`src/rtl/cpu_seq_pkg.sv`:
```
// Shared types and constants for the cpu program sequencer.
package cpu_seq_pkg;

    localparam int CMD_W = 32;
    localparam int ID_W  = 16;

    typedef enum logic [1:0] {
        S_IDLE = 2'd0,
        S_RST  = 2'd1,
        S_RUN  = 2'd2,
        S_END  = 2'd3
    } seq_state_e;

    localparam logic [1:0] ST_OK   = 2'd0;
    localparam logic [1:0] ST_TMO  = 2'd1;
    localparam logic [1:0] ST_BADF = 2'd2;
    localparam logic [1:0] ST_ABRT = 2'd3;

endpackage

```
`src/rtl/cpu_prog_mem.sv`:
```
// Program store: DEPTH x CMD_W words, one synchronous write port and one
// registered read port. The array has no reset; only the read register does,
// so the word presented to the core is 0 out of reset.
module cpu_prog_mem
    import cpu_seq_pkg::*;
#(
    parameter int DEPTH = 64,
    parameter int AW    = 6
) (
    input  logic             clk,
    input  logic             rst_n,
    input  logic             we,
    input  logic [AW-1:0]    wr_addr,
    input  logic [CMD_W-1:0] wr_data,
    input  logic             rd_en,
    input  logic             rd_clr,
    input  logic [AW-1:0]    rd_addr,
    output logic [CMD_W-1:0] rd_data
);

    logic [CMD_W-1:0] mem [DEPTH];
    logic [CMD_W-1:0] rd_data_d;
    logic [CMD_W-1:0] rd_data_q;

    // Write port: contents survive sys_rst_n.
    always_ff @(posedge clk) begin
        if (we) begin
            mem[wr_addr] <= wr_data;
        end
    end

    // Next read word: clear wins over a fetch, otherwise hold.
    always_comb begin
        rd_data_d = rd_data_q;
        if (rd_clr) begin
            rd_data_d = '0;
        end else if (rd_en) begin
            rd_data_d = mem[rd_addr];
        end
    end

    // Read register.
    always_ff @(posedge clk or negedge rst_n) begin
        if (!rst_n) begin
            rd_data_q <= '0;
        end else begin
            rd_data_q <= rd_data_d;
        end
    end

    assign rd_data = rd_data_q;

endmodule

```
`src/rtl/cpu_prog_sequencer.sv`:
```
// Program sequencer for the cpu core: holds the program store, pulses the
// core reset at run start, serves instruction fetches during the run and ends
// the run on a result, a fetch outside the store, a timeout or an abort.
module cpu_prog_sequencer
    import cpu_seq_pkg::*;
#(
    parameter int DEPTH    = 64,
    parameter int AW       = 6,
    parameter int RST_CYC  = 2,
    parameter int WDOG_CYC = 100000
) (
    input  logic          sys_clk,
    input  logic          sys_rst_n,
    input  logic          ld_we,
    input  logic [AW-1:0] ld_addr,
    input  logic [31:0]   ld_data,
    input  logic          start,
    input  logic          abort,
    output logic          busy,
    output logic          done,
    output logic [1:0]    status,
    output logic [31:0]   result,
    output logic          cpu_rst_n,
    output logic [31:0]   cmd,
    output logic          cmd_en,
    input  logic [15:0]   cmd_id,
    input  logic [31:0]   res,
    input  logic          res_en
);

    localparam int RC_W = (RST_CYC > 1) ? $clog2(RST_CYC) : 1;
    localparam int WD_W = $clog2(WDOG_CYC + 1);

    seq_state_e        state_q, state_d;
    logic [RC_W-1:0]   rst_cnt_q, rst_cnt_d;
    logic [WD_W-1:0]   wdog_q, wdog_d;
    logic [1:0]        status_q, status_d;
    logic [CMD_W-1:0]  result_q, result_d;
    logic              busy_q, busy_d;
    logic              done_q, done_d;
    logic              cpu_rst_n_q, cpu_rst_n_d;
    logic              cmd_en_q, cmd_en_d;

    logic              mem_we;
    logic              mem_rd_en;
    logic              mem_rd_clr;
    logic              bad_fetch;
    logic              run_exit;

    assign bad_fetch = (cmd_id >= ID_W'(DEPTH));

    cpu_prog_mem #(
        .DEPTH (DEPTH),
        .AW    (AW)
    ) u_mem (
        .clk     (sys_clk),
        .rst_n   (sys_rst_n),
        .we      (mem_we),
        .wr_addr (ld_addr),
        .wr_data (ld_data),
        .rd_en   (mem_rd_en),
        .rd_clr  (mem_rd_clr),
        .rd_addr (cmd_id[AW-1:0]),
        .rd_data (cmd)
    );

    // Next-state and next-output logic for the run sequencer.
    always_comb begin
        state_d     = state_q;
        rst_cnt_d   = rst_cnt_q;
        wdog_d      = wdog_q;
        status_d    = status_q;
        result_d    = result_q;
        cpu_rst_n_d = cpu_rst_n_q;
        cmd_en_d    = cmd_en_q;
        done_d      = 1'b0;
        mem_we      = 1'b0;
        mem_rd_en   = 1'b0;
        mem_rd_clr  = 1'b0;
        run_exit    = 1'b0;

        case (state_q)
            S_IDLE, S_END: begin
                // The store is writable only between runs.
                mem_we = ld_we;
                if (abort) begin
                    state_d     = S_IDLE;
                    cpu_rst_n_d = 1'b0;
                    cmd_en_d    = 1'b0;
                end else if (start) begin
                    state_d     = S_RST;
                    rst_cnt_d   = RC_W'(RST_CYC - 1);
                    wdog_d      = '0;
                    status_d    = ST_OK;
                    result_d    = '0;
                    cpu_rst_n_d = 1'b0;
                    cmd_en_d    = 1'b0;
                end
            end

            S_RST: begin
                if (abort) begin
                    state_d     = S_IDLE;
                    cpu_rst_n_d = 1'b0;
                    cmd_en_d    = 1'b0;
                end else if (rst_cnt_q == '0) begin
                    state_d     = S_RUN;
                    cpu_rst_n_d = 1'b1;
                    cmd_en_d    = 1'b1;
                end else begin
                    rst_cnt_d = rst_cnt_q - RC_W'(1);
                end
            end

            S_RUN: begin
                // Fetch every cycle; an out-of-store index presents 0.
                mem_rd_en  = 1'b1;
                mem_rd_clr = bad_fetch;
                if (wdog_q != '1) begin
                    wdog_d = wdog_q + WD_W'(1);
                end
                if (abort) begin
                    // Abandoned runs keep the core in reset afterwards.
                    status_d    = ST_ABRT;
                    cpu_rst_n_d = 1'b0;
                    run_exit    = 1'b1;
                end else if (res_en) begin
                    result_d = res;
                    status_d = ST_OK;
                    run_exit = 1'b1;
                end else if (bad_fetch) begin
                    status_d = ST_BADF;
                    run_exit = 1'b1;
                end else if (wdog_q == WD_W'(WDOG_CYC - 1)) begin
                    status_d = ST_TMO;
                    run_exit = 1'b1;
                end
                if (run_exit) begin
                    state_d  = S_END;
                    cmd_en_d = 1'b0;
                    done_d   = 1'b1;
                end
            end

            default: begin
                state_d = S_IDLE;
            end
        endcase

        busy_d = (state_d == S_RST) || (state_d == S_RUN);
    end

    // State and registered outputs.
    always_ff @(posedge sys_clk or negedge sys_rst_n) begin
        if (!sys_rst_n) begin
            state_q     <= S_IDLE;
            rst_cnt_q   <= '0;
            wdog_q      <= '0;
            status_q    <= ST_OK;
            result_q    <= '0;
            busy_q      <= 1'b0;
            done_q      <= 1'b0;
            cpu_rst_n_q <= 1'b0;
            cmd_en_q    <= 1'b0;
        end else begin
            state_q     <= state_d;
            rst_cnt_q   <= rst_cnt_d;
            wdog_q      <= wdog_d;
            status_q    <= status_d;
            result_q    <= result_d;
            busy_q      <= busy_d;
            done_q      <= done_d;
            cpu_rst_n_q <= cpu_rst_n_d;
            cmd_en_q    <= cmd_en_d;
        end
    end

    assign busy      = busy_q;
    assign done      = done_q;
    assign status    = status_q;
    assign result    = result_q;
    assign cpu_rst_n = cpu_rst_n_q;
    assign cmd_en    = cmd_en_q;

endmodule
```
`config.mk`:
```
export PLATFORM = sky130hd
export DESIGN_NAME = cpu_prog_sequencer
export DESIGN_NICKNAME = d
export VERILOG_FILES = /design/src/rtl/cpu_seq_pkg.sv /design/src/rtl/cpu_prog_mem.sv /design/src/rtl/cpu_prog_sequencer.sv
export SDC_FILE = /design/constraint.sdc
export NUM_CORES = 2
export LEC_CHECK = 0
export BUFFER_PORTS_ARGS = -buffer_cell sky130_fd_sc_hd__buf_2
export CAP_MARGIN = 10
export CELL_PAD_IN_SITES_DETAIL_PLACEMENT = 1
export CELL_PAD_IN_SITES_GLOBAL_PLACEMENT = 2
export CORE_AREA = 2 2 399 401
export CTS_BUF_LIST = sky130_fd_sc_hd__clkbuf_4 sky130_fd_sc_hd__clkbuf_8 sky130_fd_sc_hd__clkbuf_16
export DETAILED_ROUTE_END_ITERATION = 6
export DIE_AREA = 0 0 401 403
export HOLD_SLACK_MARGIN = 0.06
export PLACE_DENSITY = 0.9
export SKIP_CTS_REPAIR_TIMING = 1
export SLEW_MARGIN = 20
export SYNTH_ARGS = -nofsm -noshare
export SYNTH_HDL_FRONTEND = slang
export SYNTH_SLANG_ARGS = --single-unit
export TNS_END_PERCENT = 30
```
`constraint.sdc`:
```
create_clock -name sys_clk -period 10.38 [get_ports sys_clk]
set_input_delay 1.038 -clock sys_clk [delete_from_list [all_inputs] [get_ports sys_clk]]
set_output_delay 1.038 -clock sys_clk [all_outputs]
set_load 0.01 [all_outputs]
```
==> impl_metrics.yaml <==
timing:
  period_share: 0.421
  holdWs_ns: 0.392
  max_freq_ghz: 0.229
  skew_ns: 0.0326
  tightest_slew_ns: 1.15
  setup_viol: 0
  slew_headroom: 0.233
  rsz0062_at_grt: "false"
  finalSetupTns_ns: 0
  hold_violations: 0
  finalMaxSlewViolations: 0
  finalCriticalPeriod_ns: 4.37
detailed_routing:
  antenna_left: 0
  first_pass_iters: 6
  wl_per_cell_um: 38.2
  routed_wl_mm: 253
  drt_iter0_markers: 6853
  via_per_inst: 6.90
  num_vias: 45700
  drcViolationCount: 0
min_path:
  min_path_type: "primary input to async pin"
status:
  status: "finished, final reports clean"
worst_setup_path:
  cp-start-kind: "primary input"
  cp.required_ns: 11.16
  slowest_stage: "a21oi_1"
  path_buf_inv: 3
  critPathArrivalTime_ns: 5.15
  path_class: "primary input to register"
  critPathMaxStageDelay_ns: 0.93
  cp_top_family: "buffers and inverters"
  cp_cell_sequence: "buf_8 > buf_4 > buf_4 > mux2i_1 > a221oi_1 > o32ai_1 > a21oi_1 > a221o_1"
  cp-end-kind: "register"
  worstPathMaxFanout: 68
  crit_top_cell: "buf_4"
die:
  die-area_um2: 162000
  core_region_area_um2: 157000
  num_rows: 146
  die_y_um: 403
  pin_count: 162
  start_util: 0.527
  die_w_um: 401
synth:
  synth_common_cells: "edfxtp_1, mux2i_1, mux4_2"
  yosysSeqAreaShare: 0.768
  synth.area.top_cells: "edfxtp_1, mux4_2, mux2i_1, dfrtp_1, a221oi_1"
  netlist_area_um2: 83000
  yosys.cell_count.top_type: "edfxtp_1"
  synth-async-reset-ratio: 0.0421
  postSynthCellCount: 4133
  synth_edf_count: 2048
  yosysTopAreaCellShare: 0.741
  ys_warn_count: 0
  synth_seq_cells: 2138
  synth_top_flop_cell: "edfxtp_1"
  synth_nets: 4229
  synth.distinct_cells: 60
  syn_area_per_cell_um2: 20.1
  yosysTopAreaCell: "edfxtp_1"
clock_tree:
  htree_levels: 4
  clk_pin_slew_ns: 0.06
  cts_made_buffers: 203
  clk_path_buf_depth: 3
  tritoncts: "yes"
  cts_sinks: 2138
  worstSkewPairLatency_ns: 0.87
  cts-root-buf: "clkbuf_16"
pwr:
  power.density_nw_per_um2: 198
  p_switching_uw: 4220
  clockPowerShare: 0.410
  intPower_uw: 14300
  combPwrFrac: 0.069
  fin_total_pwr_uw: 18500
  power.leakage_uw: 0.0311
  sw_frac_of_total: 0.228
  peakVddDrop_uv: 136
  seqPwrFrac: 0.520
global_route:
  grt_pass1_wl_mm: 357
  grt_pass1_vias: 47600
  grt_antenna_before_repair: 15
  grt_max_degree: 148
  grt-ovfl-total: 0
  track_usage: 0.313
finish:
  fillers: 13400
  drive_gt1_frac: 0.227
  stdcell_area_um2: 93300
  area_growth_pct: 12.4
  fin_nets: 4465
run:
  maxCapViolCount: 0
placed_design:
  numPortBuffers: 161
  dpl_cell_area_um2: 86300
  place_congestion: 0.782
  post-dp-hpwl_mm: 129
-- path summary, 6_finish.rpt --
kind	start	endpoint	slack [ns]	cells past startpoint
min in group sys_clk	res[2]	result[2]	0.42	3
hold reg to reg	result[4]	result[4]	0.46	2
setup reg to reg	state_q[0]	u_mem.rd_data[26]	6.52	10
hold / removal	sys_rst_n	u_mem.rd_data[30]	0.39	1
setup / recovery	cmd_id[0]	u_mem.rd_data[24]	6.01	8
max in group asynchronous	sys_rst_n	result[0]	8.69	2
-- kinds of logic after synthesis --
kind of cell	synth area share
DFF	0.768
muxes	0.138
AOI/OAI and AO/OA	0.0470
and+or+nand+nor	0.0245
buffers and inverters	0.0205
xor gates and xnor gates	0.00148
adders and majority gates	0.000603
-- state kept, by name, summed over array words and instances (netlist names) --
signal         count
busy               1
cmd_en             1
cpu_rst_n          1
done               1
result            32
rst_cnt_q          1
state_q            2
status             2
u_mem.mem       2048
u_mem.rd_data     32
wdog_q            17
-- area by class of cell --
cell class | count | area [µm²] | area share
diodes | 9 | 22.5 | 0.000241
clock buffers | 274 | 5780 | 0.0619
clock inverters | 103 | 1010 | 0.0109
inverters | 22 | 85.1 | 0.000912
multi-input cells | 1727 | 18100 | 0.194
flip-flops and latches | 2138 | 63800 | 0.684
well taps | 2072 | 2590 | 0.0278
repair buffers | 277 | 1910 | 0.0205
-- metrics by stage --
stage	setup WS [ns]	util	instances
after global placement	5.17	0.548	6232
after floorplan	6.87	-	4133
final	6.01	0.592	6622
after detailed placement	5.04	0.548	6232
after global routing	5.91	0.592	6615
after CTS	5.73	0.591	6609
-- power by group through the flow --
stage	Clock [µW]	Sequential (µW)	Combinational, µW
after floorplan	0	9840	680
after global placement	0	9810	1200
after detailed placement	0	9820	1250
after CTS	7620	9640	1270
after global routing	7890	9640	1360
final	7590	9630	1290
-- cell usage in the layout (no fill, tap or decap), types with 9 or more instances in the layout --
cell       count
edfxtp_1    2048
mux2i_1      447
mux4_2       303
clkbuf_16    206
buf_4        135
a221oi_1     132
buf_2        129
nand2_1      108
dfrtp_1       90
nor2_1        77
o21ai_0       76
a22oi_1       68
nor2_4        66
nand3_1       50
clkbuf_4      50
a22o_1        48
a221o_1       47
a21oi_1       40
clkinv_1      35
clkinv_2      34
o22ai_1       26
a31oi_1       24
inv_1         19
a211oi_1      19
nand3b_1      18
clkbuf_8      18
nor2b_1       17
nand2b_1      16
bufinv_16     16
mux2_2        13
or2_2         11
and3_1        10
o221ai_1      10
diode_2        9
or3_1          9
-- layer usage --
layer | share of wire | vias up | routed length (µm) | GRT usage
met1 | 0.36 | 24000 | 90600 | 0.404
met2 | 0.48 | 3350 | 122000 | 0.504
met4 | 0.055 | 12 | 14000 | 0.169
met5 | 0.00032 | - | 82 | 0
li1 | - | 17600 | - | -
met3 | 0.10 | 724 | 25900 | 0.0664
Note: power is estimated with default switching activity, not from simulation.
